--- src/rtl/rggen_rtl_pkg.sv ---
// ---------------------------------------------------------------------------
// rggen_rtl_pkg
//   Shared types and helpers for the register-access infrastructure.
//   - rggen_status_e        : response status encoding of the access bus
//   - rggen_arbiter_state_e : state encoding of the register-access arbiter
//   - clog2 / index_width   : width helpers for pointers, indices, counters
// ---------------------------------------------------------------------------
package rggen_rtl_pkg;

  typedef enum logic [1:0] {
    RGGEN_OKAY   = 2'b00,
    RGGEN_EXOKAY = 2'b01,
    RGGEN_SLVERR = 2'b10,
    RGGEN_DECERR = 2'b11
  } rggen_status_e;

  typedef enum logic [1:0] {
    RGGEN_ARB_IDLE     = 2'b00,
    RGGEN_ARB_ACCESS   = 2'b01,
    RGGEN_ARB_RESPONSE = 2'b10
  } rggen_arbiter_state_e;

  // Ceiling of log2; 0 for values of 1 or less.
  function automatic int clog2(input int value);
    int result;
    result = 0;
    for (int v = value - 1; v > 0; v = v >> 1) begin
      result = result + 1;
    end
    return result;
  endfunction

  // Width of an index over 'count' items, never narrower than one bit.
  function automatic int index_width(input int count);
    return (count > 1) ? clog2(count) : 1;
  endfunction

endpackage

--- src/rtl/rggen_round_robin_selector.sv ---
// ---------------------------------------------------------------------------
// rggen_round_robin_selector
//   Purely combinational round-robin pick: the first set request at or above
//   the pointer, searching upward and wrapping to 0.
//   Ports:
//     request_i [N]  : pending requests
//     pointer_i      : highest-priority position for this pick
//     grant_o   [N]  : one-hot grant (all zero when nothing is pending)
//     index_o        : binary index of the granted request
//     found_o        : at least one request was granted
// ---------------------------------------------------------------------------
module rggen_round_robin_selector
  import rggen_rtl_pkg::*;
#(
  parameter int N = 2,
  localparam int IW = index_width(N)
)(
  input  logic [N-1:0]  request_i,
  input  logic [IW-1:0] pointer_i,
  output logic [N-1:0]  grant_o,
  output logic [IW-1:0] index_o,
  output logic          found_o
);

  // Walk the requests starting at the pointer and keep only the first hit.
  always_comb begin
    int            sum;
    logic [IW-1:0] candidate;
    grant_o   = {N{1'b0}};
    index_o   = {IW{1'b0}};
    found_o   = 1'b0;
    sum       = 0;
    candidate = {IW{1'b0}};
    for (int i = 0; i < N; i++) begin
      sum       = int'(pointer_i) + i;
      candidate = IW'((sum >= N) ? (sum - N) : sum);
      if (!found_o && request_i[candidate]) begin
        grant_o[candidate] = 1'b1;
        index_o            = candidate;
        found_o            = 1'b1;
      end else begin
        found_o = found_o;
      end
    end
  end

endmodule

--- src/rtl/rggen_register_access_arbiter.sv ---
// ---------------------------------------------------------------------------
// rggen_register_access_arbiter
//   Shares one register-block access port between REQUESTERS hosts. A request
//   is granted round-robin in IDLE, driven downstream in ACCESS until the
//   downstream completes (or times out), and answered in RESPONSE. Only one
//   access is ever outstanding.
//   Ports:
//     i_clk, i_rst_n       : clock, asynchronous active-low reset
//     i_req_*              : packed per-host request (valid/write/addr/data/mask)
//     o_req_ready          : one-cycle pulse, request consumed
//     o_resp_valid         : one-cycle pulse to the granted host
//     o_resp_status/_read_data : result of the completed access
//     o_access_*           : downstream access, fields held while valid
//     i_access_ready/_status/_read_data : downstream completion
// ---------------------------------------------------------------------------
module rggen_register_access_arbiter
  import rggen_rtl_pkg::*;
#(
  parameter int REQUESTERS     = 2,
  parameter int ADDRESS_WIDTH  = 8,
  parameter int DATA_WIDTH     = 32,
  parameter int TIMEOUT_CYCLES = 0
)(
  input  logic                                i_clk,
  input  logic                                i_rst_n,
  input  logic [REQUESTERS-1:0]               i_req_valid,
  input  logic [REQUESTERS-1:0]               i_req_write,
  input  logic [REQUESTERS*ADDRESS_WIDTH-1:0] i_req_address,
  input  logic [REQUESTERS*DATA_WIDTH-1:0]    i_req_write_data,
  input  logic [REQUESTERS*DATA_WIDTH-1:0]    i_req_write_mask,
  output logic [REQUESTERS-1:0]               o_req_ready,
  output logic [REQUESTERS-1:0]               o_resp_valid,
  output logic [1:0]                          o_resp_status,
  output logic [DATA_WIDTH-1:0]               o_resp_read_data,
  output logic                                o_access_valid,
  output logic                                o_access_write,
  output logic [ADDRESS_WIDTH-1:0]            o_access_address,
  output logic [DATA_WIDTH-1:0]               o_access_write_data,
  output logic [DATA_WIDTH-1:0]               o_access_write_mask,
  input  logic                                i_access_ready,
  input  logic [1:0]                          i_access_status,
  input  logic [DATA_WIDTH-1:0]               i_access_read_data
);

  localparam int            IW         = index_width(REQUESTERS);
  localparam logic [IW-1:0] LAST_INDEX = IW'(REQUESTERS - 1);

  rggen_arbiter_state_e    state_q, state_d;
  logic [IW-1:0]           rr_ptr_q, rr_ptr_d;
  logic [IW-1:0]           grant_q, grant_d;
  logic                    write_q, write_d;
  logic [ADDRESS_WIDTH-1:0] address_q, address_d;
  logic [DATA_WIDTH-1:0]   write_data_q, write_data_d;
  logic [DATA_WIDTH-1:0]   write_mask_q, write_mask_d;
  rggen_status_e           status_q, status_d;
  logic [DATA_WIDTH-1:0]   read_data_q, read_data_d;

  logic [REQUESTERS-1:0]   select_grant_s;
  logic [IW-1:0]           select_index_s;
  logic                    select_found_s;
  logic                    timeout_s;

  rggen_round_robin_selector #(
    .N (REQUESTERS)
  ) u_selector (
    .request_i (i_req_valid),
    .pointer_i (rr_ptr_q),
    .grant_o   (select_grant_s),
    .index_o   (select_index_s),
    .found_o   (select_found_s)
  );

  if (TIMEOUT_CYCLES > 0) begin : g_timeout
    localparam int CW = index_width(TIMEOUT_CYCLES);
    logic [CW-1:0] count_q, count_d;

    // Count cycles spent in ACCESS; cleared everywhere else.
    always_comb begin
      if (state_q == RGGEN_ARB_ACCESS) begin
        count_d = count_q + CW'(1);
      end else begin
        count_d = {CW{1'b0}};
      end
    end

    // Timeout counter register.
    always_ff @(posedge i_clk or negedge i_rst_n) begin
      if (!i_rst_n) begin
        count_q <= {CW{1'b0}};
      end else begin
        count_q <= count_d;
      end
    end

    // Fires in the last allowed ACCESS cycle, so access_valid lasts TIMEOUT_CYCLES.
    assign timeout_s = (state_q == RGGEN_ARB_ACCESS) &&
                       (count_q == CW'(TIMEOUT_CYCLES - 1));
  end else begin : g_no_timeout
    assign timeout_s = 1'b0;
  end

  // FSM state register.
  always_ff @(posedge i_clk or negedge i_rst_n) begin
    if (!i_rst_n) begin
      state_q <= RGGEN_ARB_IDLE;
    end else begin
      state_q <= state_d;
    end
  end

  // FSM next-state logic.
  always_comb begin
    state_d = state_q;
    case (state_q)
      RGGEN_ARB_IDLE: begin
        if (select_found_s) begin
          state_d = RGGEN_ARB_ACCESS;
        end else begin
          state_d = RGGEN_ARB_IDLE;
        end
      end
      RGGEN_ARB_ACCESS: begin
        if (i_access_ready || timeout_s) begin
          state_d = RGGEN_ARB_RESPONSE;
        end else begin
          state_d = RGGEN_ARB_ACCESS;
        end
      end
      RGGEN_ARB_RESPONSE: state_d = RGGEN_ARB_IDLE;
      default:            state_d = RGGEN_ARB_IDLE;
    endcase
  end

  // FSM outputs, decoded from registered state (ready also from the selector).
  always_comb begin
    o_req_ready    = {REQUESTERS{1'b0}};
    o_resp_valid   = {REQUESTERS{1'b0}};
    o_access_valid = 1'b0;
    case (state_q)
      RGGEN_ARB_IDLE:     o_req_ready           = select_grant_s;
      RGGEN_ARB_ACCESS:   o_access_valid        = 1'b1;
      RGGEN_ARB_RESPONSE: o_resp_valid[grant_q] = 1'b1;
      default:            o_access_valid        = 1'b0;
    endcase
  end

  // Next values of the latched request, response and round-robin pointer.
  always_comb begin
    rr_ptr_d     = rr_ptr_q;
    grant_d      = grant_q;
    write_d      = write_q;
    address_d    = address_q;
    write_data_d = write_data_q;
    write_mask_d = write_mask_q;
    status_d     = status_q;
    read_data_d  = read_data_q;
    case (state_q)
      RGGEN_ARB_IDLE: begin
        if (select_found_s) begin
          grant_d      = select_index_s;
          write_d      = i_req_write[select_index_s];
          address_d    = i_req_address[int'(select_index_s)*ADDRESS_WIDTH +: ADDRESS_WIDTH];
          write_data_d = i_req_write_data[int'(select_index_s)*DATA_WIDTH +: DATA_WIDTH];
          write_mask_d = i_req_write_mask[int'(select_index_s)*DATA_WIDTH +: DATA_WIDTH];
        end else begin
          grant_d = grant_q;
        end
      end
      RGGEN_ARB_ACCESS: begin
        // A completion in the timeout cycle still reports the real status.
        if (i_access_ready) begin
          status_d    = rggen_status_e'(i_access_status);
          read_data_d = i_access_read_data;
        end else if (timeout_s) begin
          status_d    = RGGEN_SLVERR;
          read_data_d = {DATA_WIDTH{1'b0}};
        end else begin
          status_d = status_q;
        end
      end
      RGGEN_ARB_RESPONSE: begin
        rr_ptr_d = (grant_q == LAST_INDEX) ? {IW{1'b0}} : (grant_q + IW'(1));
      end
      default: rr_ptr_d = rr_ptr_q;
    endcase
  end

  // Latched request, response and pointer registers.
  always_ff @(posedge i_clk or negedge i_rst_n) begin
    if (!i_rst_n) begin
      rr_ptr_q     <= {IW{1'b0}};
      grant_q      <= {IW{1'b0}};
      write_q      <= 1'b0;
      address_q    <= {ADDRESS_WIDTH{1'b0}};
      write_data_q <= {DATA_WIDTH{1'b0}};
      write_mask_q <= {DATA_WIDTH{1'b0}};
      status_q     <= RGGEN_OKAY;
      read_data_q  <= {DATA_WIDTH{1'b0}};
    end else begin
      rr_ptr_q     <= rr_ptr_d;
      grant_q      <= grant_d;
      write_q      <= write_d;
      address_q    <= address_d;
      write_data_q <= write_data_d;
      write_mask_q <= write_mask_d;
      status_q     <= status_d;
      read_data_q  <= read_data_d;
    end
  end

  assign o_access_write      = write_q;
  assign o_access_address    = address_q;
  assign o_access_write_data = write_data_q;
  assign o_access_write_mask = write_mask_q;
  assign o_resp_status       = status_q;
  assign o_resp_read_data    = read_data_q;

endmodule
--- config.mk ---
export PLATFORM = sky130hd
export DESIGN_NAME = rggen_register_access_arbiter
export DESIGN_NICKNAME = d
export VERILOG_FILES = /design/src/rtl/rggen_rtl_pkg.sv /design/src/rtl/rggen_round_robin_selector.sv /design/src/rtl/rggen_register_access_arbiter.sv
export SDC_FILE = /design/constraint.sdc
export NUM_CORES = 1
export LEC_CHECK = 0
export ABC_AREA = 1
export CORE_UTILIZATION = 44
export CTS_BUF_LIST = sky130_fd_sc_hd__clkbuf_4 sky130_fd_sc_hd__clkbuf_8
export DETAILED_ROUTE_END_ITERATION = 6
export GPL_ROUTABILITY_DRIVEN = 0
export PLACE_DENSITY = 0.86
export SLEW_MARGIN = 0
export SYNTH_ARGS = -nofsm -noshare
export SYNTH_HDL_FRONTEND = slang
export SYNTH_SLANG_ARGS = --single-unit
--- constraint.sdc ---
create_clock -name i_clk -period 3.25 [get_ports i_clk]
set_input_delay 0.325 -clock i_clk [delete_from_list [all_inputs] [get_ports i_clk]]
set_output_delay 0.325 -clock i_clk [all_outputs]
set_load 0.01 [all_outputs]
* After elaboration in Yosys (flattened, before gate mapping)
Cells that the tools add are included.
** Storage, ports and cells
- Flip-flop bits (word level) :: 111
- Output and inout port bits :: 112
- Word-level logic and storage cells :: 63
** Operators by class
- Add/sub/neg operators :: 4
- Magnitude comparators :: 9
- Eq/ne operators :: 2
- Shift operators :: 3
- Muxes and demuxes :: 27
- Bitwise gates (word level) :: 1
- Reductions and logical operators :: 8
** Operators by type and width (number)
- $shiftx A64 B7 Y32 :: 2
- $mux W1 :: 18
- $shiftx A16 B5 Y8 :: 1
- $mux W2 :: 5
- $lt A1 B2 Y1 const B :: 4
- $logic_and A1 B1 Y1 :: 4
- $pmux W2 S2 :: 1
- $reduce_and A2 Y1 :: 2
- $demux W1 S1 :: 3
- $ge A1 B1 Y1 const B :: 3
- $add A1 B1 Y2 const B :: 1
- $eq A2 B1 Y1 const B :: 1
- $eq A2 B2 Y1 const B :: 1
- $ge A1 B2 Y1 const B :: 1
- $ge A2 B2 Y1 const B :: 1
- $logic_not A2 Y1 :: 1
- $or A2 B2 Y2 :: 1
- $sub A1 B1 Y1 const B :: 2
- $add A1 B1 Y1 const B :: 1
- $logic_not A1 Y1 :: 1

* Longest topological paths before layout
Gate-level depths: netlist (run 1).
- Depth after elaboration :: 10
- Mapped depth :: 8
- Depth with buffers taken out :: 7

* Hierarchy
From an unflattened synthesis (run 1), not the netlist that was laid out.
** Unflattened totals
- Cells, all modules :: 720
- Area, all modules :: 5165.0 sq um
** By module, submodules not included
- rggen_register_access_arbiter :: instances 1, cells each 713, area an instance 5134.9 sq um, sequential area each 2777.7 sq um
- rggen_round_robin_selector :: instances 1, cells each 7, area an instance 30.0 sq um, sequential area each 0.0 sq um

* Worst setup path after synthesis (run 1)
No wires, ideal clock.
- Kind :: flip-flop to output port
- From :: reg rr_ptr_q
- To :: out o_req_ready[0]
- Data arrival time :: 1.093 ns
- Path slack :: 1.832 ns
- Cell stages (with the launch flop) :: 5
- Path through :: dfrtp_1 > nand2_1 > buf_2 > buf_4 > nor3b_1
** On the way
- Word-level cells in the longest chain between the ends :: 10
- Elaborated cells on any way between the ends :: 28
** Ends and longest elaborated chain
- start, declared :: line rggen_register_access_arbiter.sv:49 : logic [IW-1:0] rr_ptr_q, rr_ptr_d;
- start signal, assigned :: line rggen_register_access_arbiter.sv:191 : rr_ptr_q <= {IW{1'b0}};
- start signal, assigned :: line rggen_register_access_arbiter.sv:200 : rr_ptr_q <= rr_ptr_d;
- $add A1 B1 Y2, or another cell as far along :: line rggen_round_robin_selector.sv:35 : sum = int'(pointer_i) + i;
- $ge A2 B2 Y1, or another cell as far along :: line rggen_round_robin_selector.sv:36 : candidate = IW'((sum >= N) ? (sum - N) : sum);
- $mux W1, or another cell as far along :: line rggen_round_robin_selector.sv:36
- $lt A1 B2 Y1 (not written as such), or another cell as far along :: line rggen_round_robin_selector.sv:38 : grant_o[candidate] = 1'b1;
- $logic_and A1 B1 Y1 (not written as such) / $mux W1 (equally long branches) :: line rggen_round_robin_selector.sv:38
- $mux W1 (not written as such) / $demux W1 S1 (equally long branches)
- $demux W1 S1 / $mux W2 (equally long branches)
- $or A2 B2 Y2 (no source line)
- $mux W2 (*) :: line rggen_round_robin_selector.sv:37 : if (!found_o && request_i[candidate]) begin
- $mux W2 (*) :: line rggen_register_access_arbiter.sv:139 : case (state_q)
- end, declared :: line rggen_register_access_arbiter.sv:31 : output logic [REQUESTERS-1:0] o_req_ready,
Mark *: on every way between the ends. The rest lies on a longest branch, timed or not. The select of a mux whose other input is x is not followed.

* Worst setup path after layout (run 1)
- From :: in i_req_valid[1]
- To :: out o_req_ready[1]
** On the way
- Word-level cells in the longest chain between the ends :: 7
- Elaborated cells on any way between the ends :: 11
** Ends and longest elaborated chain
- start, declared :: line rggen_register_access_arbiter.sv:26 : input logic [REQUESTERS-1:0] i_req_valid,
- $mux W1 (not written as such) (2 in series) :: line rggen_round_robin_selector.sv:37
- $mux W1 :: line rggen_round_robin_selector.sv:37
- $logic_not A1 Y1 :: line rggen_round_robin_selector.sv:37
- $logic_and A1 B1 Y1 :: line rggen_round_robin_selector.sv:37
- $mux W2 (*) :: line rggen_round_robin_selector.sv:37
- $mux W2 (*) :: line rggen_register_access_arbiter.sv:139
Marked as above.

==> results.toml, run 1 <==
[outcome]
status = "finished clean"

[clock_network]
tritoncts = "built"
postCtsSetupBuffers = 0
clock-root-buffer = "clkbuf_8"
insertion_delay_ns = 0.38
htreeDepth = 3
cts_sinks = 111
path_clk_slew_ns = 0.10
clk_path_buf_depth = 2
cts_buffers = 9

[route]
route.detailed.drc = 0
vias = 5894
ant_nets = 0
drtIter0Drc = 424
drt_wl_total_mm = 17.9
routedWlPerCell_um = 14.4
via_per_inst = 4.74
drt_pass1_iterations = 5

[critical_path]
critPathMaxStageDelay_ns = 0.56
critPathKind = "in -> out"
cp.arrival_ns = 2.10
crit_path_cell_trace = "clkdlybuf4s50_1, nand2_2, nand2_2, nand2_1, inv_1, clkdlybuf4s50_1"
r2r_start = "rr_ptr_q"
worstSetupStartpoint = "i_req_valid[1]"
path_max_fanout = 25
endpoint_kind = "output pin"
startpoint_type = "input pin"
path_buf_inv = 3
worstPathRequired_ns = 2.92
path_delay_family = "buffers and inverters"
crit_path_top_delay_cell = "clkdlybuf4s50_1"

[yosys]
synth_top_area_frac = 0.489
synthAdderAreaFrac = 0
synth-seq-cells = 111
synth_compound_area_frac = 0.00264
synth_top_family_by_area = "simple AND/OR/NAND/NOR gates"
yosysSeqAreaShare = 0.489
yosys_warnings = 0
synthXorXnorAreaFrac = 0
synth_area_um2 = 5680
ys_types = 15
synth_top_area_cell = "dfrtp_1"
synth_area_per_cell_um2 = 7.14
syn_nets = 980
synthMuxAreaShare = 0
yosys-top-cells-area = "dfrtp_1 49%, nand2_1 22%, nand3_1 13%, inv_1 9.9%, buf_2 2.2%"
synth-simple-area-share = 0.353
netlist_instances = 795

[hold_path]
hp-class = "in -> reg"
worstHoldStart = "i_access_read_data[23]"

[timing]
grt_setup_unrepaired = "no"
period_minus_slack_ns = 2.42
final.period_utilization = 0.746
setup-tns-final_ns = 0
max_slew_margin = 0.464
setup_violations = 0
hold_viol_final = 0
fin_ws_ns = 0.826
worst_slew_pin_slew_ns = 0.803
max_freq_mhz = 413
skew_ns = 0.00950
drv_slew = 0

[final_layout]
final_cell_mix = "326 x nand2_1, 295 x clkdlybuf4s50_1, 149 x inv_1"
fin_area_um2 = 8880
fillCellCount = 1021
layout_commonest_cell = "nand2_1"
syn2layout_area_growth_pct = 56.4
n_antenna_cell = 0
layout-drive-gt1-share = 0.0354
nets = 1252

[global_route]
grt_pass1_vias = 5663
antenna_found_initial = 0
grt_overflow_total = 0
grt_pass1_wl_mm = 28.1
grt_use_total = 0.273
grt_max_degree = 74

[power]
powerDensity_nw_per_um2 = 792
leakagePower_nw = 4.74
peakVddDrop_v = 0.000557

[die]
fp.dieArea_um2 = 13400
initial_core_util = 0.450
io_pins = 297
core-area_um2 = 12600
die_width_um = 116
row_count = 41
die_y_um = 116

[flow_run]
cap_violations = 0

[placed_design]
preCtsSetupSlack_ns = 0.718
dpl.hpwl_mm = 12.7
io_buffers = 296
dpl_cell_area_um2 = 8660
cell type report:
| cell class | count | area [um2] | share of cell area |
|---|---|---|---|
| Timing Repair Buffer | 307 | 3070 | 0.346 |
| Tap cell | 172 | 215 | 0.0242 |
| Clock buffer | 9 | 124 | 0.0139 |
| Sequential cell | 111 | 2780 | 0.313 |
| Inverter | 154 | 578 | 0.0651 |
| Clock inverter | 7 | 87.6 | 0.00986 |
| Multi-Input combinational cell | 484 | 2030 | 0.228 |
per-layer routing:
| metal | wire, um | vias to the layer above | track usage |
|---|---|---|---|
| li1 | - | 2892 | - |
| met1 | 7040 | 2705 | 0.330 |
| met2 | 8670 | 264 | 0.457 |
| met3 | 1720 | 33 | 0.0837 |
| met4 | 510 | 0 | 0.106 |
| met5 | 0 | - | 0 |
logic make-up (layout without fill, tap and decap cells):
| group | Yosys count | count (layout) |
|---|---|---|
| buf+inv | 200 | 477 |
| flops | 111 | 111 |
| simple gates | 481 | 481 |
| compound gates | 3 | 3 |
where the power goes:
part           internal (W)  switching (W)
Combinational       0.00185        0.00183
Clock              0.000429       0.000470
Sequential          0.00207       0.000390
Total               0.00435        0.00269
path summary, 6_finish.rpt:
path                                      endpoint  slack [ns]  cells past startpoint
hold reg to reg            o_access_write_data[27]        0.49                      2
max in group asynchronous      o_resp_read_data[1]        1.94                      3
setup / recovery                    o_req_ready[1]        0.83                      6
setup reg to reg           o_access_write_mask[31]        1.28                      6
min in group asynchronous  o_access_write_data[25]        0.54                      2
hold / removal                o_resp_read_data[23]        0.47                      3
state kept, by name, summed over array words and instances (netlist names):
signal               count
state_q                  2
o_access_write           1
o_access_address         8
o_access_write_data     32
rr_ptr_q                 1
grant_q                  1
o_access_write_mask     32
o_resp_read_data        32
o_resp_status            2
worst min-delay path, cell delays in order:
cell	delay (ns)
clkdlybuf4s50_1	0.39
nand2_1	0.06
nand2_1	0.04
through the flow:
| step | std cells | power [W] | utilization | hold slack (ns) |
|---|---|---|---|---|
| after global placement | 1227 | 0.00608 | 0.686 | 0.419 |
| after detailed placement | 1227 | 0.00617 | 0.686 | 0.424 |
| after CTS | 1244 | 0.00709 | 0.704 | 0.447 |
| after global routing | 1244 | 0.00756 | 0.704 | 0.461 |
| final | 1244 | 0.00704 | 0.704 | 0.469 |
| after floorplan | 795 | 0.00418 | - | 0.0294 |
synth_stat cells, drive strengths merged:
cell    number
nor2         4
nand3      146
clkbuf       2
inv        154
nand2      330
o21ai        3
nor3b        1
dfrtp      111
buf         44
repair_timing:
item | in CTS | in global routing
hold buffers | 1 | 0
setup endpoints to repair | 0 | 0
gates resized for setup | 0 | 0
hold endpoints to repair | 3 | 0
Note: power is estimated with default switching activity, not from simulation.
==> inputs of run 2 (changes only) <==
--- a/config.mk
+++ b/config.mk
@@ -6,11 +6,11 @@
 export NUM_CORES = 1
 export LEC_CHECK = 0
 export ABC_AREA = 1
-export CORE_UTILIZATION = 44
+export CORE_UTILIZATION = 37
 export CTS_BUF_LIST = sky130_fd_sc_hd__clkbuf_4 sky130_fd_sc_hd__clkbuf_8
 export DETAILED_ROUTE_END_ITERATION = 6
 export GPL_ROUTABILITY_DRIVEN = 0
-export PLACE_DENSITY = 0.86
+export PLACE_DENSITY = 0.77
 export SLEW_MARGIN = 0
 export SYNTH_ARGS = -nofsm -noshare
 export SYNTH_HDL_FRONTEND = slang
==> constraint.sdc (replaced) <==
create_clock -name i_clk -period 2 [get_ports i_clk]
set_input_delay 0.2 -clock i_clk [delete_from_list [all_inputs] [get_ports i_clk]]
set_output_delay 0.2 -clock i_clk [all_outputs]
set_load 0.01 [all_outputs]
==> results.toml, run 2 (synthesis results as in run 1) <==
[critical_path]
cp.arrival_ns = 1.61
critPathKind = "reg -> out"
r2r_slack_ns = 0.48
reg2reg_depth = 7
startpoint_type = "flip-flop"
endpoint_kind = "output pin"
worstPathRequired_ns = 1.80
critPathMaxStageDelay_ns = 0.59
path_buf_inv = 2
crit_path_cell_trace = "inv_2, nand2_1, nor2_1, clkdlybuf4s50_1"
crit_path_top_delay_cell = "clkdlybuf4s50_1"
r2r_start = "state_q[0]"
path_delay_family = "buffers and inverters"
path_max_fanout = 4
r2r-end = "o_access_write_data[11]"
crit_cells = 4

[global_route]
grt_max_degree = 63
grt_use_total = 0.231
antenna_found_initial = 0
grt_overflow_total = 0
grt_pass1_vias = 5789
grt_pass1_wl_mm = 28.8

[flow_run]
cap_violations = 0

[final_layout]
layout_commonest_cell = "nand2_1"
n_antenna_cell = 0
multi_input_area_um2 = 2030
final_cell_mix = "326 x nand2_1, 293 x clkdlybuf4s50_1, 149 x inv_1"
regArea_um2 = 2780
layout-drive-gt1-share = 0.0390
nets = 1256
syn2layout_area_growth_pct = 57.9
fillCellCount = 1312
fin_util = 0.607

[clock_network]
clk_path_buf_depth = 2
cts_sinks = 111
insertion_delay_ns = 0.38
htreeDepth = 3
tritoncts = "built"
path_clk_slew_ns = 0.10
cts_buffers = 9
clock-root-buffer = "clkbuf_8"

[power]
peakVddDrop_v = 0.000871
leakagePower_nw = 4.80
powerDensity_nw_per_um2 = 1280

[die]
initial_core_util = 0.385
die_width_um = 126
core-area_um2 = 14800
io_pins = 297
fp.dieArea_um2 = 15800
row_count = 44
die_y_um = 126

[timing]
final.period_utilization = 0.907
setup-tns-final_ns = 0
grt_setup_unrepaired = "no"
max_slew_margin = 0.612
skew_ns = 0.00680
max_freq_mhz = 552
drv_slew = 0
hold_viol_final = 0
holdWs_ns = 0.327
worst_slew_pin_slew_ns = 0.581
period_minus_slack_ns = 1.81
setup_violations = 0

[route]
drtIter0Drc = 303
vias = 5816
routedWlPerCell_um = 14.3
drt_wl_total_mm = 18.0
via_per_inst = 4.62
drt_pass1_iterations = 4
route.detailed.drc = 0
ant_nets = 0

[placed_design]
io_buffers = 296
dpl.hpwl_mm = 12.6

[hold_path]
hp-class = "in -> async"

[outcome]
status = "finished clean"
-- run 2: how the worst max path moves through the flow --
| stage | to | slack [ns] | start |
|---|---|---|---|
| after floorplan | o_req_ready[0] | 0.71 | rr_ptr_q |
| after global placement | o_access_write_mask[22] | 0.19 | i_req_valid[0] |
| after detailed placement | o_access_write_mask[22] | 0.20 | i_req_valid[0] |
| after CTS | o_req_ready[0] | 0.03 | state_q[1] |
| after global routing | o_resp_valid[1] | 0.08 | state_q[0] |
| final | o_resp_valid[0] | 0.19 | state_q[0] |
-- run 2: final cells by class --
| class | instances | share of cell area |
|---|---|---|
| clock buffer | 14 | 0.0201 |
| clock inverter | 2 | 0.00419 |
| sequential | 111 | 0.310 |
| timing repair buffer | 311 | 0.349 |
| multi-input combinational | 484 | 0.226 |
| tap | 184 | 0.0257 |
| inverter | 154 | 0.0645 |
-- run 2: routing by layer --
| metal | vias up | part of all wire | track usage | wire length [um] |
|---|---|---|---|---|
| met5 | - | 0 | 0 | 0 |
| met4 | 0 | 0.030 | 0.0943 | 536 |
| met3 | 33 | 0.095 | 0.0641 | 1720 |
| met2 | 282 | 0.45 | 0.385 | 8120 |
| met1 | 2596 | 0.43 | 0.282 | 7680 |
| li1 | 2905 | - | - | - |
-- run 2: stage by stage --
step | total power [W] | setup slack [ns] | std cells | area, um2
after global routing | 0.0124 | 0.0790 | 1260 | 8960
after global placement | 0.00999 | 0.187 | 1243 | 8730
final | 0.0115 | 0.187 | 1260 | 8960
after floorplan | 0.00680 | 0.707 | 795 | 5680
after CTS | 0.0116 | 0.0333 | 1260 | 8960
after detailed placement | 0.0101 | 0.200 | 1243 | 8730
-- run 2: what timing repair did --
| item | in CTS | in global routing |
|---|---|---|
| hold buffers | 1 | 0 |
| buffers inserted | 0 | 0 |
| endpoints found under the hold margin | 33 | 0 |
| endpoints found under the setup margin | 0 | 2 |
| gates resized for setup | 0 | 2 |
-- run 2: power by group --
part	switching (W)	internal (W)	leakage [nW]
logic	0.00299	0.00307	3.33
clock network	0.000756	0.000712	0.110
registers	0.000617	0.00336	1.36
